`src/rtl/mem_arbiter.sv`:
```
// mem_arbiter: shares one single-cycle memory between the MIPS core and a
// debug/loader port. At most one access is granted per cycle, round-robin
// between the two requesters, with a bounded lock that lets debug hold the
// memory for up to MAXBURST consecutive grants while the core waits.
// Returned read data is tagged with the requester that issued the read.
//
// Ports:
//   clk, reset                     clock, asynchronous active-low reset
//   c_req/c_we/c_adr/c_wdata       core request
//   c_gnt/c_stall                  core grant, core stall (c_req & ~c_gnt)
//   c_rdata/c_rvalid               core read return
//   d_req/d_we/d_lock/d_adr/d_wdata debug request, d_lock holds the grant
//   d_gnt/d_rdata/d_rvalid         debug grant and read return
//   m_en/m_we/m_adr/m_wdata        memory strobe and muxed access
//   m_rdata                        memory read data, one cycle after strobe
module mem_arbiter #(
  parameter int unsigned WIDTH    = 8,
  parameter int unsigned MAXBURST = 4
) (
  input  logic             clk,
  input  logic             reset,
  input  logic             c_req,
  input  logic             c_we,
  input  logic [WIDTH-1:0] c_adr,
  input  logic [WIDTH-1:0] c_wdata,
  output logic             c_gnt,
  output logic             c_stall,
  output logic [WIDTH-1:0] c_rdata,
  output logic             c_rvalid,
  input  logic             d_req,
  input  logic             d_we,
  input  logic             d_lock,
  input  logic [WIDTH-1:0] d_adr,
  input  logic [WIDTH-1:0] d_wdata,
  output logic             d_gnt,
  output logic [WIDTH-1:0] d_rdata,
  output logic             d_rvalid,
  output logic             m_en,
  output logic             m_we,
  output logic [WIDTH-1:0] m_adr,
  output logic [WIDTH-1:0] m_wdata,
  input  logic [WIDTH-1:0] m_rdata
);

  localparam logic [1:0] OwnNone = 2'd0;
  localparam logic [1:0] OwnCore = 2'd1;
  localparam logic [1:0] OwnDbg  = 2'd2;
  localparam logic [3:0] MaxBurst = 4'(MAXBURST);

  logic       r_last;      // 0 = core granted last, 1 = debug
  logic [3:0] r_lockcnt;
  logic [1:0] r_rd_owner;

  logic       w_last_d;
  logic [3:0] w_lockcnt_d;
  logic [1:0] w_rd_owner_d;
  logic       w_locked;
  logic       w_gnt_c;
  logic       w_gnt_d;

  // A nonzero count means the previous cycle was a locked debug grant, so
  // the lock is live until the count reaches the burst limit.
  assign w_locked = (r_lockcnt != 4'd0) && (r_lockcnt < MaxBurst);

  always_comb begin
    w_gnt_c = 1'b0;
    w_gnt_d = 1'b0;
    // Grants are held off for as long as reset is asserted.
    if (reset) begin
      if (c_req && d_req) begin
        if (w_locked || !r_last) begin
          w_gnt_d = 1'b1;
        end else begin
          w_gnt_c = 1'b1;
        end
      end else begin
        w_gnt_c = c_req;
        w_gnt_d = d_req;
      end
    end
  end

  always_comb begin
    w_last_d     = r_last;
    w_lockcnt_d  = 4'd0;
    w_rd_owner_d = OwnNone;
    if (w_gnt_c) begin
      w_last_d = 1'b0;
      if (!c_we) w_rd_owner_d = OwnCore;
    end else if (w_gnt_d) begin
      w_last_d = 1'b1;
      if (!d_we) w_rd_owner_d = OwnDbg;
      if (d_lock) begin
        w_lockcnt_d = (r_lockcnt < MaxBurst) ? r_lockcnt + 4'd1 : r_lockcnt;
      end
    end
  end

  always_ff @(posedge clk or negedge reset) begin
    if (!reset) begin
      r_last     <= 1'b1;
      r_lockcnt  <= 4'd0;
      r_rd_owner <= OwnNone;
    end else begin
      r_last     <= w_last_d;
      r_lockcnt  <= w_lockcnt_d;
      r_rd_owner <= w_rd_owner_d;
    end
  end

  always_comb begin
    m_en    = w_gnt_c | w_gnt_d;
    m_we    = 1'b0;
    m_adr   = '0;
    m_wdata = '0;
    if (w_gnt_c) begin
      m_we    = c_we;
      m_adr   = c_adr;
      m_wdata = c_wdata;
    end else if (w_gnt_d) begin
      m_we    = d_we;
      m_adr   = d_adr;
      m_wdata = d_wdata;
    end
  end

  assign c_gnt    = w_gnt_c;
  assign d_gnt    = w_gnt_d;
  assign c_stall  = c_req & ~w_gnt_c & reset;
  assign c_rvalid = (r_rd_owner == OwnCore);
  assign d_rvalid = (r_rd_owner == OwnDbg);
  assign c_rdata  = m_rdata;
  assign d_rdata  = m_rdata;

endmodule

```
`config.mk`:
```
export PLATFORM = sky130hd
export DESIGN_NAME = mem_arbiter
export DESIGN_NICKNAME = d
export VERILOG_FILES = /design/src/rtl/mem_arbiter.sv
export SDC_FILE = /design/constraint.sdc
export NUM_CORES = 1
export LEC_CHECK = 0
export CAP_MARGIN = 15
export CORE_MARGIN = 2
export CORE_UTILIZATION = 25
export DETAILED_ROUTE_END_ITERATION = 8
export PLACE_DENSITY = 0.75
export SLEW_MARGIN = 20
export SYNTH_ARGS = -nofsm -noshare
export SYNTH_HDL_FRONTEND = slang
export SYNTH_SLANG_ARGS = --single-unit
```
`constraint.sdc`:
```
create_clock -name clk -period 1.7 [get_ports clk]
set_input_delay 0.34 -clock clk [delete_from_list [all_inputs] [get_ports clk]]
set_output_delay 0.34 -clock clk [all_outputs]
set_load 0.03 [all_outputs]
```
==> flow_metrics.tcl <==
set metrics [dict create \
    wl_um 3370 \
    grt_pass1_wl_um 4500 \
    routabilityCongestion 0.758 \
    clk_path_buf_depth 2 \
    slew_violations 0 \
    fin_skew_ns 0.00275 \
    cp_num_buf_inv 3 \
    synth.largest_area_cell "dfrtp_1" \
    synth_top_area_share_pct 19.2 \
    arrival_ns 1.90 \
    remaining_drc_errors 0 \
    ctsHoldBuffers 0 \
    vias 1098 \
    max_freq_mhz 446 \
    syn_inst 116 \
    antenna_cells 0 \
    path_clk_slew_ns 0.05 \
    synth_area_um2 782 \
    syn_to_final_growth_pct 148 \
    die_h_um 59.9 \
    synthSimpleGateAreaFrac_pct 29.1 \
    ir_drop_mv 0.392 \
    maxCapViolCount 0 \
    numCtsBuffers 3 \
    cp_cell_sequence "inv_2 -> ha_4 -> o31a_1 -> a21o_4 -> clkbuf_16 -> o22ai_4 -> buf_6" \
    gr-usage-all-layers_pct 16.4 \
    cp_max_fo 8 \
    leakage_nw 0.819 \
    die_x_um 59.9 \
    initial_core_util_pct 26.0 \
    clock-root-buffer "clkbuf_4" \
    stdcell_area_um2 1940 \
    critical-path-max-stage-delay_ns 0.36 \
    synth_compound_area_share_pct 18.1 \
    gr-total-overflow 0 \
    drive_gt1_share_pct 46.9 \
    io_pins 86 \
    muxShareOfSynthArea_pct 2.56 \
    critPathCaptureType "output pin" \
    portBuffers 61 \
    stdcell_count 225 \
    cts_sinks 7 \
    synth.net_count 165 \
    setup_slack_ns -0.543 \
    drt_iter0_markers 14 \
    dieArea_um2 3590 \
    yosysWarnings 0 \
    slew_headroom_pct 80.0 \
    yosys.area_share.adder_pct 3.20 \
    tightest_slew_ns 0.300 \
    finalHoldViolations 0 \
    grt_max_degree 20 \
    grt_antenna_before_repair 0 \
    failed_checks "negative setup slack" \
    p_per_area_nw_per_um2 532 \
    avgSynthCellArea_um2 6.74 \
    critical_path_class "reg2out" \
    ys_types 21 \
    grt_pass1_vias 1040 \
    via_per_inst 4.88 \
    coreArea_um2 3000 \
    fin_crit_sh_pct 132 \
    place_area_um2 1600 \
    crit_path_top_delay_cell "dfrtp_1" \
    dp.cells 207 \
    fin_nets 242 \
    synth_top_family_by_area "simple AND/OR/NAND/NOR gates" \
    synth_xor_area_share_pct 1.12 \
    rsz0062_at_grt "true" \
    startpoint_type "flop" \
    required_ns 1.36 \
    ys_seq_area_share_pct 22.6 \
    period_needed_ns 2.24 \
    synthTopCellsByArea "dfrtp_1 19%, nand2_1 18%, buf_4 15%" \
    dp_hpwl_um 2380 \
    outcome "finished, violations left" \
    dr.pass1.iters 4 \
    finalCoreUtilization_pct 64.5 \
    yosys_register_bits 7 \
    post-place-ws_ns -0.690 \
    cp_top_family "compound AO/OA/AOI/OAI gates" \
    hold_slack_ns 0.325 \
    setup_viol 25 \
    ant_nets 0 \
    h-tree-depth 1 \
    clock_latency_ns 0.25 \
    cts_tree "done" \
    rows 20 \
    hp-class "in2async" \
    routedWlPerCell_um 15.0 \
]
==> Yosys cell counts <==
cell type / count
nor3_1: 6
o22ai_1: 17
nor3_2: 2
nor2b_1: 2
o21ai_2: 1
clkbuf_1: 3
buf_4: 16
mux2i_1: 2
inv_1: 5
nor2_1: 6
buf_6: 2
dfrtp_1: 6
buf_2: 2
xnor2_1: 1
a21oi_1: 1
o21ai_0: 1
ha_1: 2
a21o_1: 1
dfstp_2: 1
nand2_1: 38
o31a_1: 1
==> per-stage QoR <==
step | total power [mW] | setup TNS (ns)
CTS | 0.958 | -9.76
global route | 1.08 | -12.09
global placement | 0.709 | -11.54
floorplan | 0.584 | -3.65
finish | 1.03 | -10.18
detailed placement | 0.721 | -12.38
==> cell usage in the layout (no fill, tap or decap) <==
cell,instances
mux2i_1,2
nor2_1,4
inv_2,3
nor2b_1,2
inv_1,2
dfstp_2,1
clkbuf_4,3
a21oi_1,1
xnor2_1,1
o21ai_4,1
dlygate4sd2_1,3
ha_1,1
nor2_4,2
ha_4,1
o21ai_0,1
clkbuf_1,1
o31a_1,1
buf_6,21
buf_4,29
nor3_2,6
a21o_4,1
o22ai_2,2
nor3_1,2
buf_16,1
clkdlybuf4s50_1,37
dfrtp_1,6
nand2_1,38
o22ai_4,15
buf_12,2
clkbuf_16,2
==> final cells by class <==
class                      count  area, um2
clock buffer                   4       26.3
fill                         221       1070
inverter                       5       18.8
multi-input combinational     81        704
sequential                     7        176
tap                           33       41.3
timing repair buffer          95        968
==> path summary, 6_finish.rpt <==
kind | endpoint | startpoint | depth (start not counted) | slack [ns]
setup / recovery | m_wdata[4] | r_lockcnt[0] | 7 | -0.54
hold / removal | r_lockcnt[2] | reset | 3 | 0.32
setup reg to reg | r_lockcnt[1] | r_lockcnt[0] | 7 | -0.11
hold reg to reg | r_last | r_last | 3 | 0.62
max in group asynchronous | r_last | reset | 3 | 1.17
min in group clk | r_last | r_last | 3 | 0.62
==> power breakdown <==
| part | internal, mW | switching (mW) | leakage (nW) |
|---|---|---|---|
| clock network | 0.0893 | 0.0571 | 0.0150 |
| registers | 0.179 | 0.00445 | 0.0932 |
| logic | 0.365 | 0.334 | 0.711 |
==> registers in the layout, indices dropped and copies added, names as in the netlist <==
signal      count
r_lockcnt       4
r_rd_owner      2
r_last          1
==> timing repair <==
item / 4_1_cts / 5_1_grt
gates cloned: 0 / 2
pin swaps: 3 / 7
endpoints found under the setup margin: 28 / 26
resized for setup: 58 / 17
buffers inserted: 10 / 3
==> per-layer routing <==
layer / wire [um] / vias to the layer above / track usage (%)
met5: 0 / - / 0
met4: 131 / 0 / 10.2
met3: 133 / 16 / 3.46
met2: 1900 / 34 / 28.4
met1: 1200 / 520 / 18.2
li1: - / 528 / -
==> cells by family after synthesis <==
kind of cell | Yosys count
xor gates and xnor gates | 1
adders and majority gates | 2
DFF | 7
muxes | 2
AOI/OAI and AO/OA | 22
and+or+nand+nor | 54
buffers and inverters | 28
==> worst reg2reg max path: cells and delay by family (launching register included) <==
family                   cells  cell delay, ns
AO/OA/AOI/OAI                2            0.65
adder cells (fa/ha/maj)      1            0.15
buffers and inverters        3            0.39
flip-flops                   1            0.36
AND/OR/NAND/NOR              1            0.17
Note: power is estimated with default switching activity, not from simulation.
